===== config.mk =====
export PLATFORM = sky130hd
export DESIGN_NAME = fighter_action_ctrl
export DESIGN_NICKNAME = d
export VERILOG_FILES = /design/src/rtl/fighter_pkg.sv /design/src/rtl/edge_latch.sv /design/src/rtl/fighter_action_ctrl.sv
export SDC_FILE = /design/constraint.sdc
export NUM_CORES = 1
export LEC_CHECK = 0
export BUFFER_PORTS_ARGS = -buffer_cell sky130_fd_sc_hd__buf_2
export CAP_MARGIN = 20
export CORE_UTILIZATION = 30
export CTS_CLUSTER_SIZE = 30
export DETAILED_ROUTE_END_ITERATION = 12
export GPL_TIMING_DRIVEN = 1
export HOLD_SLACK_MARGIN = 0.03
export PLACE_DENSITY = 0.56
export SLEW_MARGIN = 10
export SYNTH_ARGS = -nofsm -noshare
export SYNTH_HDL_FRONTEND = slang
export SYNTH_HIERARCHICAL = 1
export SYNTH_SLANG_ARGS = --single-unit

===== constraint.sdc =====
create_clock -name clk -period 1.9 [get_ports clk]
set_clock_uncertainty 0.2 [all_clocks]
set_input_delay 0 -clock clk [delete_from_list [all_inputs] [get_ports clk]]
set_output_delay 0 -clock clk [all_outputs]
set_load 0.02 [all_outputs]

===== src/rtl/fighter_pkg.sv =====
// Shared types and constants for the per-player fighter action sequencer.
// State encoding is fixed because the sprite selector decodes it directly.
package fighter_pkg;

    typedef enum logic [2:0] {
        ST_IDLE     = 3'd0,
        ST_WALK     = 3'd1,
        ST_STARTUP  = 3'd2,
        ST_ACTIVE   = 3'd3,
        ST_RECOVERY = 3'd4,
        ST_HITSTUN  = 3'd5
    } state_t;

    localparam int FLOOR_Y = 48;

    localparam int DEF_STARTUP_TICKS  = 2;
    localparam int DEF_ACTIVE_TICKS   = 3;
    localparam int DEF_RECOVERY_TICKS = 4;
    localparam int DEF_HITSTUN_TICKS  = 6;
    localparam int DEF_CNT_W          = 4;

    // Anything other than standing or walking locks out player control.
    function automatic logic is_busy(input state_t s);
        return !(s == ST_IDLE || s == ST_WALK);
    endfunction

endpackage


===== src/rtl/edge_latch.sv =====
// Rising-edge detector feeding a sticky flag; a new edge wins over a
// simultaneous clear so a press landing on a tick clock is not lost.
module edge_latch (
    input  logic clk,
    input  logic reset,
    input  logic din,
    input  logic clr,
    output logic flag
);

    logic prev;

    // prev tracks din even in reset so a button held through reset is not an edge.
    always_ff @(posedge clk) begin
        if (reset) begin
            prev <= din;
            flag <= 1'b0;
        end else begin
            prev <= din;
            if (din && !prev) begin
                flag <= 1'b1;
            end else if (clr) begin
                flag <= 1'b0;
            end
        end
    end

endmodule


===== src/rtl/fighter_action_ctrl.sv =====
// Per-player action sequencer: buttons and hit events in, physics strobes,
// hitbox enable and debug state out, all advanced on the game tick.
module fighter_action_ctrl
    import fighter_pkg::*;
#(
    parameter int STARTUP_TICKS  = DEF_STARTUP_TICKS,
    parameter int ACTIVE_TICKS   = DEF_ACTIVE_TICKS,
    parameter int RECOVERY_TICKS = DEF_RECOVERY_TICKS,
    parameter int HITSTUN_TICKS  = DEF_HITSTUN_TICKS,
    parameter int CNT_W          = DEF_CNT_W
) (
    input  logic       clk,
    input  logic       reset,
    input  logic       tick,
    input  logic       btn_left,
    input  logic       btn_right,
    input  logic       btn_jump,
    input  logic       btn_attack,
    input  logic       on_floor,
    input  logic       facing_right,
    input  logic       hit_taken,
    output logic       moving_left,
    output logic       moving_right,
    output logic       is_jumping,
    output logic       attack_active,
    output logic       busy,
    output logic [2:0] state
);

    localparam logic [CNT_W-1:0] STARTUP_LOAD  = CNT_W'(STARTUP_TICKS - 1);
    localparam logic [CNT_W-1:0] ACTIVE_LOAD   = CNT_W'(ACTIVE_TICKS - 1);
    localparam logic [CNT_W-1:0] RECOVERY_LOAD = CNT_W'(RECOVERY_TICKS - 1);
    localparam logic [CNT_W-1:0] HITSTUN_LOAD  = CNT_W'(HITSTUN_TICKS - 1);

    state_t            state_q, state_d;
    logic [CNT_W-1:0]  timer_q, timer_d;
    logic              atk_buf, atk_buf_d;
    logic              left_d, right_d, jump_d, active_d, busy_d;
    logic              jump_pend, atk_pend, hit_pend;
    logic              expired;

    // Every tick consumes whatever events were latched since the last one.
    edge_latch u_jump (
        .clk   (clk),
        .reset (reset),
        .din   (btn_jump),
        .clr   (tick),
        .flag  (jump_pend)
    );

    edge_latch u_attack (
        .clk   (clk),
        .reset (reset),
        .din   (btn_attack),
        .clr   (tick),
        .flag  (atk_pend)
    );

    edge_latch u_hit (
        .clk   (clk),
        .reset (reset),
        .din   (hit_taken),
        .clr   (tick),
        .flag  (hit_pend)
    );

    assign expired = (timer_q == '0);
    assign state   = state_q;

    always_comb begin
        state_d   = state_q;
        timer_d   = timer_q;
        atk_buf_d = atk_buf;
        left_d    = moving_left;
        right_d   = moving_right;
        jump_d    = 1'b0;
        active_d  = 1'b0;

        if (hit_pend) begin
            // Knockback direction is latched on entry; re-hits only extend the stun.
            state_d   = ST_HITSTUN;
            timer_d   = HITSTUN_LOAD;
            atk_buf_d = 1'b0;
            if (state_q != ST_HITSTUN) begin
                left_d  = facing_right;
                right_d = ~facing_right;
            end
        end else begin
            unique case (state_q)
                ST_IDLE, ST_WALK: begin
                    if (atk_pend) begin
                        state_d = ST_STARTUP;
                        timer_d = STARTUP_LOAD;
                        left_d  = 1'b0;
                        right_d = 1'b0;
                    end else begin
                        jump_d = jump_pend && on_floor;
                        if (btn_left && !btn_right) begin
                            state_d = ST_WALK;
                            left_d  = 1'b1;
                            right_d = 1'b0;
                        end else if (btn_right && !btn_left) begin
                            state_d = ST_WALK;
                            left_d  = 1'b0;
                            right_d = 1'b1;
                        end else begin
                            state_d = ST_IDLE;
                            left_d  = 1'b0;
                            right_d = 1'b0;
                        end
                    end
                end

                ST_STARTUP: begin
                    left_d  = 1'b0;
                    right_d = 1'b0;
                    if (expired) begin
                        state_d  = ST_ACTIVE;
                        timer_d  = ACTIVE_LOAD;
                        active_d = 1'b1;
                    end else begin
                        timer_d = timer_q - CNT_W'(1);
                    end
                end

                ST_ACTIVE: begin
                    left_d  = 1'b0;
                    right_d = 1'b0;
                    if (expired) begin
                        state_d = ST_RECOVERY;
                        timer_d = RECOVERY_LOAD;
                    end else begin
                        timer_d  = timer_q - CNT_W'(1);
                        active_d = 1'b1;
                    end
                end

                ST_RECOVERY: begin
                    // A press on the expiry tick itself counts as buffered.
                    left_d  = 1'b0;
                    right_d = 1'b0;
                    if (expired) begin
                        if (atk_buf || atk_pend) begin
                            state_d   = ST_STARTUP;
                            timer_d   = STARTUP_LOAD;
                            atk_buf_d = 1'b0;
                        end else begin
                            state_d = ST_IDLE;
                        end
                    end else begin
                        timer_d = timer_q - CNT_W'(1);
                        if (atk_pend) begin
                            atk_buf_d = 1'b1;
                        end
                    end
                end

                ST_HITSTUN: begin
                    if (expired) begin
                        state_d = ST_IDLE;
                        left_d  = 1'b0;
                        right_d = 1'b0;
                    end else begin
                        timer_d = timer_q - CNT_W'(1);
                    end
                end

                default: begin
                    state_d   = ST_IDLE;
                    timer_d   = '0;
                    atk_buf_d = 1'b0;
                    left_d    = 1'b0;
                    right_d   = 1'b0;
                end
            endcase
        end

        busy_d = is_busy(state_d);
    end

    // Everything visible to physics moves only on a tick.
    always_ff @(posedge clk) begin
        if (reset) begin
            state_q       <= ST_IDLE;
            timer_q       <= '0;
            atk_buf       <= 1'b0;
            moving_left   <= 1'b0;
            moving_right  <= 1'b0;
            is_jumping    <= 1'b0;
            attack_active <= 1'b0;
            busy          <= 1'b0;
        end else if (tick) begin
            state_q       <= state_d;
            timer_q       <= timer_d;
            atk_buf       <= atk_buf_d;
            moving_left   <= left_d;
            moving_right  <= right_d;
            is_jumping    <= jump_d;
            attack_active <= active_d;
            busy          <= busy_d;
        end
    end

endmodule

After elaboration in Yosys (flattened, before gate mapping)
Index checks and enable logic that the tools add are counted.
- register bits after elaboration: 19
- input bits: 10
- output and inout bits: 8
- logic and storage cells: 101
- add/sub/neg operators: 1
- equal/unequal tests: 14
- multiplexer cells: 46
- bitwise gates (word level): 1
- reductions and logical operators: 25
- operators by type and width (cell ; count):
    $mux 4 ; 7
    $mux 1 ; 26
    $pmux 4 s5 ; 1
    $mux 3 ; 5
    $pmux 3 s5 ; 1
    $pmux 1 s2 ; 4
    $reduce_and 4->1 ; 2
    $eq 3x1->1 const B ; 2
    $eq 3x2->1 const B ; 2
    $eq 3x3->1 const B ; 2
    $logic_and 1x1->1 ; 6
    $logic_not 1->1 ; 6
    $logic_not 3->1 ; 2
    $ne 3x2->1 const B ; 2
    $reduce_bool 2->1 ; 3
    $reduce_or 5->1 ; 1
    $logic_not 4->1 ; 1
    $mux 2 ; 2
    $ne 4x2->1 const B ; 1
    $ne 4x3->1 const B ; 1
    $sub 4x1->4 const B ; 1
    $ne 3x1->1 const B ; 1
    $ne 3x3->1 const B ; 1
    $reduce_and 3->1 ; 1
    5 further kinds ; 6

Logic depth before layout (Yosys ltp)
Gate-level depths: netlist of the first run.
- depth in word-level cells: 10
- gate-level depth with buffers: 7
- depth with buffers taken out: 6

Hierarchy
Netlist of the first run, hierarchy kept.
- by module, submodules not included (module ; instances ; cells an instance ; area an instance (µm²) ; seq. area each (µm²)):
    fighter_action_ctrl ; 1 ; 109 ; 890.9 ; 260.2
    edge_latch ; 3 ; 5 ; 61.3 ; 40.0

Worst setup path before layout of the first run
Ideal clock, no wire load.
- kind: register -> register
- from: register timer_q[0]
- to: register timer_q[2]
- library setup time: 0.130 ns
- data arrival time: 1.511 ns
- required time: 1.570 ns
- setup slack: 0.059 ns
- stages on the path, launching flop included: 8
- buffers on the path: 1
- period minus slack after synthesis: 1.841 ns
- cells stage by stage: dfxtp_1 -> inv_1 -> ha_1 -> or3b_1 -> buf_2 -> a22o_1 -> a31oi_1 -> o32ai_1
- longest elaborated chain between the ends: 4
- elaborated cells on any way between the ends: 11
- classes of those cells: 1 x add/sub; 2 x eq/ne; 6 x mux; 2 x reduce/logical
- ends and longest elaborated chain (element ; line ; source):
    start, declared ; fighter_action_ctrl.sv:36 ; logic [CNT_W-1:0] timer_q, timer_d;
    start signal, assigned ; fighter_action_ctrl.sv:194 ; timer_q <= timer_d;
    $sub 4x1->4 or $logic_not 4->1 (tied branches) ; n/a ;
    $mux 4 (on tied branches) ; n/a ;
    $pmux 4 s5 ; fighter_action_ctrl.sv:89 ; unique case (state_q)
    $mux 4 ; fighter_action_ctrl.sv:79 ; if (hit_pend) begin
Parallel ways exist; a longest one is shown, timed or not. The select of a mux whose other input is x is not followed.
A chain may end at the register's enable or synchronous reset.

Worst setup path after layout of the first run
Same ends and word-level chain as after synthesis.

==> flow_metrics.tcl, run 1 <==
set metrics [dict create \
    synth_seq_cells 19 \
    mostFrequentLayoutCell "buf_2" \
    overflow 0 \
    coreArea_sq_um 3390 \
    power_density_nw_per_um2 654 \
    whs_ps 131 \
    cts-htree-levels 1 \
    slew_viol_final 0 \
    synth_cell_types 39 \
    hold_viol 0 \
    tns_ps 0 \
    grt_pass1_vias 922 \
    fp.dieArea_sq_um 3830 \
    cp.arrival_ps 1830 \
    fmax_mhz 543 \
    initial_core_util_pct 31.7 \
    area_delta_synth_final_pct 34.3 \
    synth-edff-count 0 \
    cp_max_fo 4 \
    mostFrequentLayoutCells "buf_2, dfxtp_1, nor2_1, nand2b_1, dlygate4sd3_1" \
    leakage_nw 0.596 \
    crit_type "flip-flop to flip-flop" \
    fp-row-count 21 \
    ys.flop_type "dfxtp_1" \
    drc 0 \
    grt_pass1_wl_microns 4210 \
    io_buffers 17 \
    drv_cap 0 \
    drtPass1Iterations 4 \
    cts_buffer_depth 2 \
    numCtsBuffers 3 \
    synth-async-reset-ratio_pct 0 \
    numClockSinks 19 \
    synth.net_count 138 \
    finalCritPeriodShare_pct 96.9 \
    setup_viol 0 \
    io_pins 18 \
    avgRoutedWirePerCell_microns 12.8 \
    cp.required_ps 1890 \
    vias 1028 \
    syn_area_per_cell_sq_um 8.67 \
    grt_max_degree 19 \
    cts_tree "yes" \
    diodes 0 \
    antenna_found_initial 0 \
    place_ws_ps -28.4 \
    via_per_inst 5.01 \
    worstSetupEndpointType "flip-flop" \
    clock_latency_ps 310 \
    min_period_ps 1840 \
    worst_slew_pin_slew_ps 449 \
    final_nets 174 \
    run_status "finished, final reports clean" \
    min_path_type "input pin to flip-flop" \
    wl_microns 2630 \
    ant_nets 0 \
    drive_gt1_share_pct 30.2 \
    synth_cells 124 \
    dpl.hpwl_microns 1830 \
    globalplace.congestion 0.842 \
    first_iter_violations 40 \
    ys_seq_area_share_pct 35.4 \
    ir_worst_vdd_mv 0.446 \
    grt.total_usage_pct 14.8 \
    synth_area_sq_um 1070 \
    die_w_microns 61.9 \
    yosysWarnings 6 \
    start_kind "flip-flop" \
    layout_setup_ws_ps 59.2 \
    cts-root-buf "clkbuf_4" \
    relSlewSlack_pct 70.1 \
    path_clk_slew_ps 110 \
    die_h_microns 61.9 \
]
==> area by class of cell <==
| cell class | count | area (sq um) |
|---|---|---|
| Clock buffer | 3 | 22.5 |
| Clock inverter | 1 | 5.00 |
| Fill cell | 353 | 1950 |
| Inverter | 9 | 33.8 |
| Multi-Input combinational cell | 89 | 671 |
| Sequential cell | 19 | 384 |
| Tap cell | 46 | 57.6 |
| Timing Repair Buffer | 38 | 270 |
==> report_power, final <==
part / total (mW) / internal, mW / leakage (nW) / switching (mW)
combinational: 0.287 / 0.140 / 0.421 / 0.147
clock: 0.213 / 0.0786 / 0.0177 / 0.135
sequential: 0.445 / 0.422 / 0.158 / 0.0235
total: 0.945 / 0.640 / 0.596 / 0.305
==> layer usage <==
layer	share of wire [%]	global-route usage [%]	up-vias
met3	3.3	4.55	4
met2	47	22.7	24
met5	0	0	-
met1	49	20.6	478
met4	1.1	2.54	0
li1	-	-	522
==> repair_timing <==
action | in CTS | in global routing
setup buffers | 0 | 2
pin swaps | 2 | 0
setup endpoints to repair | 2 | 7
resized for setup | 4 | 7
hold endpoints to repair | 18 | 0
hold buffers | 11 | 0
==> per-stage QoR <==
step           cells  power [mW]  cell area, sq um  util, %
6_report         205       0.945              1440     42.6
5_1_grt          205        1.00              1440     42.6
4_1_cts          203       0.938              1400     41.2
3_5_place_dp     188       0.699              1250     36.8
3_3_place_gp     188       0.694              1250     36.8
2_1_floorplan    124       0.618              1070        -
==> path summary, 6_finish.rpt <==
kind / startpoint / to / slack, ps / cells after the start
setup / recovery: timer_q[0] / timer_q[2] / 60 / 6
hold / removal: btn_attack / u_attack/prev / 130 / 2
setup reg to reg: timer_q[0] / timer_q[2] / 60 / 6
hold reg to reg: is_jumping / is_jumping / 270 / 2
==> flip-flops by register name, summed over array words and instances (netlist names) <==
register and count:
busy 1, moving_left 1, u_jump/flag 1, moving_right 1
u_hit/prev 1, u_jump/prev 1, state 3, u_attack/flag 1
is_jumping 1, timer_q 4, attack_active 1, u_hit/flag 1
u_attack/prev 1, atk_buf 1
==> worst max-delay path: stages, from the launching register on <==
cell,delay [ps]
dfxtp_2,340
inv_2,80
ha_4,140
or4b_4,480
a22o_4,250
a31oi_1,140
o32ai_1,90
==> Yosys cell counts (2+ instances only) <==
library cell,number,area [sq um]
dfxtp_1,19,380
nand2b_1,11,68.8
nor2_1,11,41.3
inv_1,9,33.8
a21oi_1,7,35.0
clkbuf_1,5,18.8
a31oi_1,4,25.0
ha_1,4,50.1
nand2_1,4,15.0
nor2b_1,4,25.0
a21oi_2,3,26.3
nand4b_1,3,26.3
o21bai_1,3,22.5
a21o_1,2,15.0
a221oi_1,2,17.5
a311oi_1,2,17.5
a32oi_1,2,17.5
buf_2,2,10.0
nand3_1,2,10.0
nand4_1,2,12.5
nor3_1,2,10.0
o21ai_1,2,10.0
o31ai_1,2,15.0
o32ai_1,2,17.5
==> cells by family after synthesis <==
kind of cell,after synthesis,share of synthesized area (%)
fa+ha+maj,4,4.66
compound gates,37,26.2
flops,19,35.4
simple gates,47,27.1
buf+inv,16,5.82
xor+xnor,1,0.815
(Power assumes the default switching activity.)
==> run 2, diff against run 1 <==
PLACE_DENSITY = not set   (was 0.56)
SETUP_SLACK_MARGIN = 0.02   (was not set)
==> run 2 against run 1 <==
  * Design area rose by 1.1%
  * First-iteration DRC count fell by 30%
  * Highest routed layer unchanged
  * Clock power about the same
  * Worst hold slack better by 6.7 ps
  * Register-to-register slack hardly changed
  * Clock-buffer cell count stayed put
  * Die area unchanged
  * Via count rose by 3.0%
==> flow_metrics.tcl, run 2 (same netlist as run 1, synthesis figures left out) <==
set metrics [dict create \
    run_status "finished, final reports clean" \
    antenna_found_initial 0 \
    grt_use_met1_pct 18.6 \
    first_iter_violations 28 \
    avgRoutedWirePerCell_microns 13.3 \
    finalCritPeriodShare_pct 97.6 \
    swShare_pct 32.5 \
    worstSetupEndpointType "flip-flop" \
    drtPass1Iterations 4 \
    area_delta_synth_final_pct 35.9 \
    comb_power_share_pct 31.3 \
    grtUsageMet3_pct 3.73 \
    drive_gt1_share_pct 30.6 \
    internal_power_mw 0.644 \
    coreArea_sq_um 3390 \
    pwr-share-seq_pct 46.6 \
    setup_viol 0 \
    fp.dieArea_sq_um 3830 \
    die_h_microns 61.9 \
    min_period_ps 1850 \
    diodes 0 \
    place_inst 187 \
    path_clk_slew_ps 110 \
    grt.total_usage_pct 15.1 \
    vias 1059 \
    fin_area_sq_um 1460 \
    top_register "timer_q" \
    cts_buffer_depth 2 \
    worst_slew_pin_slew_ps 448 \
    hold_viol 0 \
    leakage_nw 0.592 \
    numClockSinks 19 \
    clkPwrFrac_pct 22.0 \
    cts-root-buf "clkbuf_4" \
    die_w_microns 61.9 \
    grt_use_met2_pct 25.7 \
    crit_type "flip-flop to flip-flop" \
    globalplace.congestion 0.837 \
    initial_core_util_pct 31.7 \
    final_nets 172 \
    fp-row-count 21 \
    whs_ps 137 \
    ir_worst_vdd_mv 0.367 \
    overflow 0 \
    drv_cap 0 \
    drc 0 \
    cp_max_fo 4 \
    grt_pass1_wl_microns 4220 \
    dpl.hpwl_microns 1840 \
    wl_microns 2690 \
    holdPathEnd "u_hit/prev" \
    min_path_type "input pin to flip-flop" \
    cts_tree "yes" \
    relSlewSlack_pct 69.9 \
    grt_pass1_vias 950 \
    via_per_inst 5.22 \
    clock_latency_ps 300 \
    r2r_end "timer_q[2]" \
    utilization_pct 43.1 \
    io_buffers 17 \
    largest_register_ffs 4 \
    placed_area_sq_um 1240 \
    io_pins 18 \
    p_sw_mw 0.311 \
    cts-htree-levels 1 \
    r2r_start "timer_q[0]" \
    fin_cells 203 \
    rsz0062_at_grt "yes" \
    slew_viol_final 0 \
    grt_busiest_layer "met2" \
    numCtsBuffers 3 \
    worstHoldPathCells 2 \
    mostFrequentLayoutCells "dfxtp_1, buf_2, nor2_1, nand2b_1, dlygate4sd3_1" \
    fmax_mhz 539 \
    ant_nets 0 \
    reg2reg_slack_ps 50 \
    reg2reg_depth 6 \
    min-delay-start "hit_taken" \
    power_density_nw_per_um2 654 \
    cp.required_ps 1900 \
    cp.arrival_ps 1850 \
    grt_max_degree 19 \
    start_kind "flip-flop" \
]
[run 2: power groups by stage]
| stage | combinational (mW) | clock, mW | sequential [mW] |
|---|---|---|---|
| 4_1_cts | 0.265 | 0.223 | 0.444 |
| 6_report | 0.299 | 0.210 | 0.446 |
| 5_1_grt | 0.326 | 0.244 | 0.449 |
| 3_3_place_gp | 0.239 | 0 | 0.451 |
| 3_5_place_dp | 0.244 | 0 | 0.452 |
| 2_1_floorplan | 0.158 | 0 | 0.459 |
[run 2: worst max path at each step]
stage / from / end / slack [ps] / cells after the start
after global routing: timer_q[0] / busy / -30 / 7
after detailed placement: timer_q[0] / timer_q[2] / -20 / 6
after global placement: timer_q[0] / timer_q[2] / 60 / 6
after CTS: timer_q[0] / state[1] / 30 / 7
final: timer_q[0] / timer_q[2] / 50 / 6
after floorplan: timer_q[0] / timer_q[2] / 60 / 7
[run 2: critical path, stage by stage, from the launching register on]
cell and delay [ps]:
dfxtp_2 350, inv_2 90, ha_4 150, or4b_4 480
a22o_4 270, a31oi_4 130, o32ai_1 80
[run 2: layout make-up]
cell class,count,area [sq um]
clock buffers,3,22.5
clock inverters,1,5.00
fillers,335,1930
inverters,9,33.8
multi-input cells,89,699
flip-flops and latches,19,383
well taps,46,57.6
repair buffers,36,259
[run 2: through the flow]
stage | setup slack (ps) | setup TNS, ps | total power, mW
after global placement | 58.8 | 0 | 0.690
final | 45.9 | 0 | 0.955
after detailed placement | -18.7 | -18.7 | 0.696
after global routing | -29.5 | -94.0 | 1.02
after floorplan | 59.4 | 0 | 0.618
after CTS | 33.8 | 0 | 0.931
[run 2: layer usage]
layer / wire [microns] / vias to the layer above
met1: 1240 / 502
li1: - / 516
met2: 1270 / 34
met3: 131 / 7
met4: 46 / 0
met5: 0 / -
[run 2: timing repair]
| action | 4_1_cts | 5_1_grt |
|---|---|---|
| buffers inserted | 0 | 1 |
| hold endpoints to repair | 18 | 0 |
| setup endpoints to repair | 5 | 10 |
| pin swaps | 3 | 4 |
| hold buffers | 11 | 0 |
| resized for setup | 4 | 11 |
| gates cloned | 0 | 0 |
